===== src/rtl/cpu_fetch_pkg.sv =====
// Shared types and constants for the fetch stage: FSM state encoding,
// PC step, ARM branch pipeline offset and the default reset PC.
package cpu_fetch_pkg;

    typedef enum logic [1:0] {
        ST_IDLE     = 2'd0,
        ST_WAIT_MEM = 2'd1,
        ST_HOLD     = 2'd2,
        ST_DROP     = 2'd3
    } fetch_state_e;

    localparam logic [31:0] PC_INC           = 32'd4;
    localparam logic [31:0] BR_PIPE_OFS      = 32'd8;
    localparam logic [31:0] DEFAULT_RESET_PC = 32'h0000_0000;

endpackage


===== src/rtl/ifetch_target.sv =====
// ARM branch target: pc + 8 + (sign-extended 24-bit word offset << 2), word aligned.
// Purely combinational so execute can reuse it for link-address logic.
module ifetch_target
    import cpu_fetch_pkg::*;
(
    input  logic [31:0] i_pc,
    input  logic [23:0] i_offset,
    output logic [31:0] o_target
);

    logic [31:0] w_byte_ofs;
    logic [31:0] w_sum;

    assign w_byte_ofs = {{6{i_offset[23]}}, i_offset, 2'b00};
    assign w_sum      = i_pc + BR_PIPE_OFS + w_byte_ofs;
    assign o_target   = {w_sum[31:2], 2'b00};

endmodule


===== src/rtl/instruction_fetch.sv =====
// Fetch stage: PC, single-outstanding imem req/valid handshake, instruction register
// and branch redirect. Optional IFETCH_PERF_EN adds fetch_count / stall_count.
module instruction_fetch
    import cpu_fetch_pkg::*;
#(
    parameter logic [31:0] RESET_PC = DEFAULT_RESET_PC
) (
    input  logic        clk,
    input  logic        rst_n,
    output logic        imem_req,
    output logic [31:0] imem_addr,
    input  logic        imem_valid,
    input  logic [31:0] imem_rdata,
    output logic [31:0] instruction_set,
    output logic [31:0] inst_pc,
    output logic        inst_valid,
    input  logic        inst_ready,
`ifdef IFETCH_PERF_EN
    output logic [31:0] fetch_count,
    output logic [31:0] stall_count,
`endif
    input  logic        redirect_valid,
    input  logic [31:0] redirect_pc,
    input  logic [23:0] redirect_offset
);

    localparam logic [31:0] RESET_PC_ALIGNED = {RESET_PC[31:2], 2'b00};

    fetch_state_e r_state;
    fetch_state_e w_state_nxt;
    logic [31:0]  r_pc;
    logic [31:0]  w_pc_nxt;
    logic [31:0]  r_instr;
    logic [31:0]  r_inst_pc;
    logic         w_load_ir;
    logic [31:0]  w_target;

    ifetch_target u_target (
        .i_pc     (redirect_pc),
        .i_offset (redirect_offset),
        .o_target (w_target)
    );

    // NOTE: every signal gets a default before the case so no path can infer a latch.
    always_comb begin
        w_state_nxt = r_state;
        w_pc_nxt    = r_pc;
        w_load_ir   = 1'b0;
        case (r_state)
            ST_IDLE: begin
                w_state_nxt = ST_WAIT_MEM;
                if (redirect_valid) w_pc_nxt = w_target;
            end
            ST_WAIT_MEM: begin
                if (redirect_valid) begin
                    w_pc_nxt    = w_target;
                    w_state_nxt = imem_valid ? ST_WAIT_MEM : ST_DROP;
                end else if (imem_valid) begin
                    w_load_ir   = 1'b1;
                    w_pc_nxt    = r_pc + PC_INC;
                    w_state_nxt = ST_HOLD;
                end
            end
            ST_HOLD: begin
                if (redirect_valid) begin
                    w_pc_nxt    = w_target;
                    w_state_nxt = ST_WAIT_MEM;
                end else if (inst_ready) begin
                    w_state_nxt = ST_WAIT_MEM;
                end
            end
            ST_DROP: begin
                if (redirect_valid) w_pc_nxt = w_target;
                // The abandoned response retires the outstanding request even when a
                // second redirect lands the same cycle; staying here would wait forever.
                if (imem_valid) w_state_nxt = ST_WAIT_MEM;
            end
            default: w_state_nxt = ST_IDLE;
        endcase
    end

    // NOTE: non-blocking assignments so all state updates see pre-edge values.
    always_ff @(posedge clk) begin
        if (!rst_n) begin
            r_state   <= ST_IDLE;
            r_pc      <= RESET_PC_ALIGNED;
            r_instr   <= '0;
            r_inst_pc <= '0;
        end else begin
            r_state <= w_state_nxt;
            r_pc    <= w_pc_nxt;
            if (w_load_ir) begin
                r_instr   <= imem_rdata;
                r_inst_pc <= r_pc;
            end
        end
    end

    assign imem_req        = (r_state == ST_WAIT_MEM);
    assign imem_addr       = r_pc;
    assign inst_valid      = (r_state == ST_HOLD);
    assign instruction_set = r_instr;
    assign inst_pc         = r_inst_pc;

`ifdef IFETCH_PERF_EN
    logic [31:0] r_fetch_count;
    logic [31:0] r_stall_count;
    logic        w_accept;
    logic        w_stall;

    assign w_accept = inst_valid && inst_ready && !redirect_valid;
    assign w_stall  = inst_valid && !inst_ready;

    always_ff @(posedge clk) begin
        if (!rst_n) begin
            r_fetch_count <= '0;
            r_stall_count <= '0;
        end else begin
            if (w_accept && (r_fetch_count != 32'hFFFF_FFFF)) r_fetch_count <= r_fetch_count + 32'd1;
            if (w_stall  && (r_stall_count != 32'hFFFF_FFFF)) r_stall_count <= r_stall_count + 32'd1;
        end
    end

    assign fetch_count = r_fetch_count;
    assign stall_count = r_stall_count;
`endif

endmodule

===== config.mk =====
export PLATFORM = sky130hd
export DESIGN_NAME = instruction_fetch
export DESIGN_NICKNAME = d
export VERILOG_FILES = /design/src/rtl/cpu_fetch_pkg.sv /design/src/rtl/ifetch_target.sv /design/src/rtl/instruction_fetch.sv
export SDC_FILE = /design/constraint.sdc
export NUM_CORES = 1
export LEC_CHECK = 0
export ABC_AREA = 1
export CAP_MARGIN = 20
export CORE_MARGIN = 2
export CORE_UTILIZATION = 49
export DETAILED_ROUTE_END_ITERATION = 10
export GPL_ROUTABILITY_DRIVEN = 0
export PLACE_DENSITY = 0.81
export SYNTH_ARGS = -nofsm -noshare
export SYNTH_HDL_FRONTEND = slang
export SYNTH_SLANG_ARGS = --single-unit

===== constraint.sdc =====
create_clock -name clk -period 2.8 [get_ports clk]
set_input_delay 0.56 -clock clk [delete_from_list [all_inputs] [get_ports clk]]
set_output_delay 0.56 -clock clk [all_outputs]
set_load 0.1 [all_outputs]

Word level (Yosys, flattened, before mapping):

Cells that the tools add are included.

* logic and storage cells: 32
* register bits after elaboration: 98
* bits of input ports: 93
* RAM bits: 0
* memories kept: 0
* memory bits (read-only): 0
* bits in latches: 0

* equal/unequal tests: 7
* $lt $le $gt $ge: 0
* shift-type cells: 0
* add/subtract/negate cells: 3
* multipliers: 0
* multiplexer cells: 14
* bitwise gates (word level): 0
* div/mod/pow operators: 0
* reduce and logical (&&, ||, !) cells: 4

Operators with widths (count)
* 32-bit 2-to-1 mux: 3
* 32-bit one-hot mux with 2 select lines: 1
* 32-bit by 3-bit adder with 32-bit output (second input constant): 1
* 32-bit adder: 1
* 32-bit by 4-bit adder with 32-bit output (second input constant): 1
* 2-bit 2-to-1 mux: 6
* 2-bit one-hot mux with 4 select lines: 1
* 3-bit by 1-bit != test with 1-bit output (second input constant): 2
* 2-bit equality test (second input constant): 2
* 1-bit 2-to-1 mux: 3
* 3-bit AND reduction: 1
* 3-bit OR reduction: 1
* 2-bit by 1-bit equality test with 1-bit output (second input constant): 1
* 2-bit zero test: 1
* 2-bit by 1-bit != test with 1-bit output (second input constant): 1
* 2-bit != test (second input constant): 1
* 2-bit AND reduction: 1

Logic depth before layout (Yosys ltp):

Gate-level depths: netlist of run 1.

* depth after elaboration: 4
* depth in mapped cells: 16
* depth with buffers taken out: 16

Hierarchy:

A second synthesis of run 1 with hierarchy kept.

* cells, all modules: 1125
* area, all modules: 6999.2 um^2

Modules (own cells, without submodules)
* instruction_fetch: cells each 647, instances 1, seq. area each 1961.9 um^2, area an instance 4429.2 um^2
* ifetch_target: cells each 478, instances 1, seq. area each 0.0 um^2, area an instance 2570.0 um^2

Worst setup path before layout of run 1:

OpenSTA, ideal clock, no wires.

* path type: input to register
* start: input port redirect_pc[3]
* end: register r_pc[15] (netlist: imem_addr[15])
* stages on the path: 13
* arrival: 2420 ps
* setup time: 70 ps
* path slack: 309 ps
* required time: 2730 ps
* cell sequence: inv_1 > ha_1 > inv_1 > ha_1 > fa_1 > nand3_1 > nand3_1 > nand3_1 > nand3b_1 > or2_2 > nand3_1 > nand3_1 > a21oi_1

* longest elaborated chain between the ends: 4

Ends and longest elaborated chain
* start: declaration: RTL line instruction_fetch.sv:23 `input logic [31:0] redirect_pc,`
* 32-bit by 4-bit adder with 32-bit output *: RTL line ifetch_target.sv:15 `assign w_sum = i_pc + BR_PIPE_OFS + w_byte_ofs;`
* 32-bit adder *: RTL line ifetch_target.sv:15
* 32-bit 2-to-1 mux (on tied branches)
* 32-bit one-hot mux with 2 select lines *: RTL line instruction_fetch.sv:49 `case (r_state)`
* end signal: assignment: RTL line instruction_fetch.sv:91 `r_pc <= w_pc_nxt;`
* end: declaration: RTL line instruction_fetch.sv:31 `logic [31:0] r_pc;`

Every way passes the cells marked *; elsewhere a longest branch is shown, timed or not. The select of a mux whose other input is x is not followed.
A chain may end at the register's enable or synchronous reset.

Worst setup path after layout of run 1:

* start: input port redirect_pc[10]
* end: register r_pc[20] (netlist: imem_addr[20])

The elaborated chain is that of the path after synthesis.

==> results of run 1 <==
[flip-flops by register name, summed over array words and instances, names as in the netlist]
register and cells:
instruction_set 32, imem_addr 30, inst_pc 30, r_state 2
[cell usage after synthesis (2+ instances only)]
cell type and n:
a21oi_1 81, a21oi_2 3, a31oi_1 3, buf_2 14, buf_4 6, clkbuf_1 19
clkinv_1 2, dfxtp_1 94, ha_1 58, inv_1 155, inv_2 2, nand2_1 307
nand2_2 3, nand3_1 61, nand3_2 2, nand3b_1 4, nand4_1 13, nor2_1 159
nor2_2 4, nor2_4 6, nor3_1 4, o211ai_1 4, o21ai_0 94, o21ai_1 2
o21bai_1 3, o22ai_1 2, xor2_1 11
[routing by layer]
| metal | global-route usage | part of all wire | wire length [µm] |
|---|---|---|---|
| met3 | 0.03764 | 0.076 | 1507 |
| met2 | 0.4320 | 0.47 | 9291 |
| met5 | 0 | 0 | 0 |
| met4 | 0.05963 | 0.012 | 232 |
| met1 | 0.3547 | 0.44 | 8725 |
[worst min-delay path by stage]
stage	end	slack, ns	depth (start not counted)
finish	instruction_set[22]$_SDFFE_PN0P_	0.52	2
global route	instruction_set[9]$_SDFFE_PN0P_	0.54	2
CTS	instruction_set[25]$_SDFFE_PN0P_	0.52	2
detailed placement	instruction_set[25]$_SDFFE_PN0P_	0.50	2
global placement	instruction_set[13]$_SDFFE_PN0P_	0.49	2
floorplan	r_state[0]$_SDFFE_PN0P_	0.55	2
[cell type report]
type | count | area (µm²)
tap | 180 | 225.2
fill | 1250 | 4629
clock buffer | 11 | 242.7
timing repair buffer | 223 | 1907
multi-input combinational | 839 | 4312
clock inverter | 5 | 32.53
inverter | 159 | 596.8
sequential | 94 | 1882
[critical path: stages]
cell	delay, ns
clkdlybuf4s50_1	0.41
ha_1	0.30
ha_1	0.36
nand2_1	0.11
nor2_1	0.25
nand3_1	0.11
nand3_1	0.23
nand2_1	0.11
nand3_1	0.09
nand2_1	0.05
o21bai_1	0.17
a21oi_1	0.08
[metrics by stage]
step / worst slack [ns] / util / hold WS [ns] / area (µm²)
after global routing: -0.01336 / 0.6652 / 0.5380 / 9198
after detailed placement: -0.3006 / 0.6424 / 0.5016 / 8882
after CTS: 0.04820 / 0.6623 / 0.5208 / 9158
final: 0.1520 / 0.6652 / 0.5192 / 9198
after floorplan: 0.3091 / - / 0.5543 / 6929
after global placement: -0.2563 / 0.6424 / 0.4939 / 8882
[cells by family (layout without fill, tap and decap cells)]
| family | Yosys count | count (layout) | synth area share |
|---|---|---|---|
| compound gates | 197 | 197 | 0.1499 |
| fa+ha+maj | 59 | 59 | 0.1078 |
| flops | 94 | 94 | 0.2720 |
| buf+inv | 198 | 398 | 0.1132 |
| other cells | 1 | 4 | 0.0005421 |
| simple gates | 567 | 567 | 0.3413 |
| xor+xnor | 12 | 12 | 0.01519 |
[power groups by stage]
stage | Clock (mW) | Sequential, mW | Combinational, mW
floorplan | 0 | 2.33 | 0.812
global placement | 0 | 1.60 | 2.14
detailed placement | 0 | 1.61 | 2.16
CTS | 1.17 | 1.58 | 2.17
global route | 1.22 | 1.60 | 2.34
finish | 1.16 | 1.58 | 2.18
[timing repair]
action | in CTS | in global routing
gates resized for setup | 0 | 7
endpoints found under the setup margin | 0 | 8
endpoints found under the hold margin | 0 | 0
==> impl_results.md, run 1 <==
- Status: finished, final reports clean
- Core Area: approximately 14000 µm²
- Layout Cells excl Fill: 1511
- Placed cell count: 1495
- LEAKAGE: 4.636 nW
- CP Max Fanout: 4
- Max-slew violation count: 0
- PortBufs: 184
- Worst Path Arrival: approximately 2.8 ns
- Yosys reg bits: 94
- Synthesized cell area: just under 7000 µm²
- Combinational power share: 0.443
- Largest net degree at the start of global routing: 74
- Synth-to-layout area growth: 32.95%
- Initial core utilization: 0.5003
- MaxCap Viol Count: 0
- Post-synth EDFFs: 0
- Fin Setup TNS: 0 ns
- Clock Power Share: 0.236
- Htree depth: 3
- Post-synth cell types: 39
- Detailed placer's ending HPWL: 15.30 mm
- Hold Fails Final Rpt: 0
- Post-route DRC: 0
- Crit path from: redirect_pc[10]
- Synthesized area per cell: roughly 6 µm²
- Flop pwr share: 0.321
- Max Freq: approximately 380 MHz
- Synth Instances: 1128
- Vias in the first global route: 6815
- Ys Warns: 0
- NumNets Final: 1478
- Ys flop type: dfxtp_1
- Tcrit/Tclk final: 0.9457
- Cell taking the most area after synthesis: dfxtp_1
- Power consumption: 4.927 mW
- CTS tree: yes
- Die span in y: 122.8 µm
- Post-synth top area share: 0.2720
- Die area: between 15000 and 20000 µm²
- Antenna-violating nets left: 0
- R2R Setup Slk: 0.87 ns
- Clk_skew: 0.005818 ns
- Die X: 122.8 µm
- R2R depth: 10
- Clock root cell: clkbuf_16
- Ant diodes: 0
- DRT Pass-1 Iters: 6
- First-pass GRT wire length: about 32 mm
- Via-per-instance ratio: 5.098
- Setup crit start kind: input port
- DR WL/cell: 13.07 µm
- Min cycle time layout: 2.648 ns
- Asr flop ratio synth: 0
- Required @ worst endpoint: 2.99 ns
- Critical path capture point type: flip-flop
- Initial drt markers: 670
- Site row count: 43
- Reg-to-reg startpoint: imem_addr[2]$_SDFFE_PN0P_
- CTS Buffer Depth: 2
- GRT Total Usage: 0.2597
- I/O Pins: 191
- Post-synthesis sequential area ratio: 0.2720
- Clock transition at path regs: 0.07 ns
- Worst Tran Pin Value: 0.8317 ns
- Max VDD drop: ~0.00044 V
- Largest cells by area after synthesis: dfxtp_1 27%, nand2_1 17%, ha_1 10%
- Sw Pwr: between 2 and 2.5 mW
- Internal power: between 2 and 3 mW
- Antenna violations before repair: 0
- Worst Setup EP: imem_addr[20]$_SDFFE_PN0P_
- Power Dens Cells: 535.7 nW/µm²
- Hold crit path type: flip-flop to flip-flop
- End of the worst register-to-register path: imem_addr[20]$_SDFFE_PN0P_
- Worst hold start: instruction_set[22]$_SDFFE_PN0P_
- # Post-CTS Setup Buffers: 0
- Total length of routed wires: 19.76 mm
- CP Class: input port to flip-flop
- CTS Hold Bufs: 0
- Clk sinks: 94
- Fraction of final layout cells sized beyond drive strength 1: 0.1345
- Num CTS Buffers: 9
- Most common cell after layout, fill and taps aside: nand2_1
- Most frequent cells in the layout: 307 x nand2_1, 158 x nor2_1, 155 x inv_1, 132 x buf_4
- Sw Ratio: 0.4473
- Total gr overflow: 0
- Worst rel slew slack: 0.4449
- Via count: ~7700
- Clk Latency, worst-skew pair: roughly 0.34 ns
- Count of final setup violators: 0
(Power assumes the default switching activity.)
==> run 2: changes to the inputs <==
--- a/config.mk
+++ b/config.mk
@@ -5,13 +5,12 @@
 export SDC_FILE = /design/constraint.sdc
 export NUM_CORES = 1
 export LEC_CHECK = 0
-export ABC_AREA = 1
 export CAP_MARGIN = 20
 export CORE_MARGIN = 2
-export CORE_UTILIZATION = 49
+export CORE_UTILIZATION = 48
 export DETAILED_ROUTE_END_ITERATION = 10
 export GPL_ROUTABILITY_DRIVEN = 0
-export PLACE_DENSITY = 0.81
+export PLACE_DENSITY = 0.82
 export SYNTH_ARGS = -nofsm -noshare
 export SYNTH_HDL_FRONTEND = slang
 export SYNTH_SLANG_ARGS = --single-unit
==> run 2 against run 1 <==
First-iteration DRC count down 38%. Sequential share of layout area down 0.21 points. Global-route usage down 1.5 points. Non-clock buffer count up 59. Sequential cell count unchanged. Maximum frequency down 4.0%. Register-to-register slack worse by 0.39 ns. Synthesized area down 11%. Cell count down 21%.
==> impl_results.md, run 2 <==
- Status: finished, final reports clean
- Max-slew violation count: 0 (unchanged)
- Post-synth EDFFs: 0 (unchanged)
- Commonest cells in the netlist: 174 x nand2_1, 94 x dfxtp_1, 64 x a21boi_0
- Site row count: 41 (-4.7%)
- Count of final setup violators: 0 (unchanged)
- Synth Instances: 770 (-32%)
- Crit-path cells: clkdlybuf4s50_1, ha_1, ha_4, a21oi_1, o21ai_1, a311o_1, a221oi_4, mux2_4, a21oi_2
- Antenna violations before repair: 0 (unchanged)
- Clk_skew: 0.003960 ns (-0.001859 ns)
- RSZ-0062 raised after global routing: yes
- Initial core utilization: 0.4894 (-0.01092)
- Min cycle time layout: 2.759 ns (+0.1113 ns)
- Die span in y: 117.2 µm (-4.6%)
- Largest cells by area after synthesis: dfxtp_1 31%, ha_1 12%, nand2_1 11%
- Max incr delay on CP: 0.42 ns (about the same)
- CP Max Fanout: 4 (unchanged)
- Via-per-instance ratio: 5.370 (+5.3%)
- Place WS: -0.7823 ns (-0.4817 ns)
- Most common cell after layout, fill and taps aside: buf_4
- Most frequent cells in the layout: 187 x buf_4, 173 x nand2_1, 94 x dfxtp_1, 65 x clkdlybuf4s50_1, 64 x a21boi_0
- Max reg flops: 32 (unchanged)
- WHS: 0.4611 ns (-0.05814 ns)
- Post-synth top area share: 0.3059 (+0.03392)
- Fraction of final layout cells sized beyond drive strength 1: 0.2673 (+0.1328)
- Critical path capture point type: flip-flop
- CTS Hold Bufs: 0 (unchanged)
- Most instantiated library cell after synthesis: nand2_1
- Clock root cell: clkbuf_16
- Final worst setup slack: 0.04074 ns (-0.1113 ns)
- Clk sinks: 94 (unchanged)
- Antenna-violating nets left: 0 (unchanged)
- Post-route DRC: 0 (unchanged)
- Num CTS Buffers: 9 (unchanged)
- Worst Path Arrival: 3.03 ns (+0.19 ns)
- Hold Fails Final Rpt: 0 (unchanged)
- Max VDD drop: 0.0002644 V (-40%)
- Synthesized area per cell: 7.988 µm² (+30%)
- Total gr overflow: 0 (unchanged)
- Synth-to-layout area growth: 51.08%
- Largest net degree at the start of global routing: 63 (-15%)
- Post-synth cell types: 67 (+72%)
- LEAKAGE: 3.929 nW (-15%)
- Detailed placer's ending HPWL: 12.91 mm (-16%)
- Yosys reg bits: 94 (unchanged)
- Asr flop ratio synth: 0 (unchanged)
- Clock transition at path regs: 0.06 ns (about the same)
- Total length of routed wires: 17.61 mm (-11%)
- Cell taking the most area after synthesis: dfxtp_1
- Tcrit/Tclk final: 0.9855 (+0.03975)
- GRT Total Usage: 0.2444 (-0.01532)
- DR WL/cell: 14.71 µm (+13%)
- Power Dens Cells: 516.2 nW/µm² (-3.6%)
- First-pass GRT wire length: 27.15 mm (-14%)
- DRT Pass-1 Iters: 5 (-1)
- CP delay by family, top: compound AO/OA/AOI/OAI gates
- Ys Warns: 0 (unchanged)
- Required @ worst endpoint: 3.07 ns (+0.08 ns)
- Die X: 117.2 µm (-4.6%)
- PortBufs: 184 (unchanged)
- Fillers: 974 (-22%)
- Max Freq: 362.4 MHz (-4.0%)
- I/O Pins: 191 (unchanged)
- Htree depth: 3 (unchanged)
- NumNets Final: 1173 (-21%)
- Post-synthesis sequential area ratio: 0.3059 (+0.03392)
- Hold crit path type: flip-flop to flip-flop
- CTS tree: yes
- Setup crit start kind: input port
- Ys flop type: dfxtp_1
- CTS Buffer Depth: 2 (unchanged)
- Slowest stage cell, crit path: clkdlybuf4s50_1
- Die area: 13740 µm² (-8.9%)
- Vias in the first global route: 5849 (-14%)
- Clk Latency, worst-skew pair: 0.33 ns (about the same)
- Synthesized cell area: 6151 µm² (-11%)
- Core Area: 12570 µm² (-9.1%)
- Ant diodes: 0 (unchanged)
- CP Class: input port to flip-flop
- Via count: 6428 (-17%)
- Initial drt markers: 415 (-38%)
- CP bufs+invs: 1 (unchanged)
- MaxCap Viol Count: 0 (unchanged)
## run 2: path summary, 6_finish.rpt
| check | from | end | slack [ns] | cells after the start |
|---|---|---|---|---|
| setup / recovery | redirect_pc[12] | imem_addr[24]$_SDFFE_PN0P_ | 0.04 | 9 |
| hold reg to reg | inst_pc[10]$_SDFFE_PN0P_ | inst_pc[10]$_SDFFE_PN0P_ | 0.46 | 2 |
| hold / removal | inst_pc[10]$_SDFFE_PN0P_ | inst_pc[10]$_SDFFE_PN0P_ | 0.46 | 2 |
| setup reg to reg | imem_addr[12]$_SDFFE_PN0P_ | imem_addr[24]$_SDFFE_PN0P_ | 0.48 | 7 |
## run 2: area by class of cell
class	count	area, µm²	area share
multi-input cells	623	4457	0.4796
inverters	11	53.80	0.005790
repair buffers	282	2397	0.2580
clock buffers	15	287.8	0.03097
flip-flops and latches	94	1882	0.2025
well taps	172	215.2	0.02316
## run 2: tightest hold or removal path: cells and delay by family (launching register included)
family | cells | cell delay, ns
flip-flops | 1 | 0.31
AND/OR/NAND/NOR | 1 | 0.05
AO/OA/AOI/OAI | 1 | 0.06
## run 2: metal layers
layer,GRT usage,up-vias,share of wire
li1,-,3219,-
met1,0.3138,2895,0.43
met2,0.4096,282,0.47
met3,0.04428,32,0.080
met4,0.09020,0,0.025
met5,0,-,0
## run 2: cells by family after synthesis
kind of cell,after synthesis,synth area share
other,1,0.0006097
buffers and inverters,56,0.03824
multiplexers,3,0.005085
flip-flops,94,0.3059
XOR/XNOR,36,0.05126
AND/OR/NAND/NOR,303,0.2297
adder cells (fa/ha/maj),59,0.1212
AO/OA/AOI/OAI,218,0.2480
## run 2: where the power goes
part / switching, mW / total (mW) / internal, mW
logic: 1.30 / 2.09 / 0.798
clock network: 0.468 / 1.16 / 0.695
registers: 0.115 / 1.54 / 1.42
## run 2: repair_timing
item	in CTS	in global routing
endpoints found under the setup margin	20	14
resized for setup	43	43
pin swaps	33	23
buffers inserted	5	1
## run 2: per-stage QoR
step	std cells	setup TNS (ns)	util	total power [mW]	area [µm²]
after floorplan	773	-0.1866	-	2.876	6247
after global placement	1176	-11.62	0.6848	3.513	8607
after detailed placement	1176	-12.48	0.6848	3.530	8607
after CTS	1196	-0.003819	0.7240	4.745	9100
after global routing	1197	-0.07783	0.7394	5.026	9293
final	1197	0	0.7394	4.797	9293
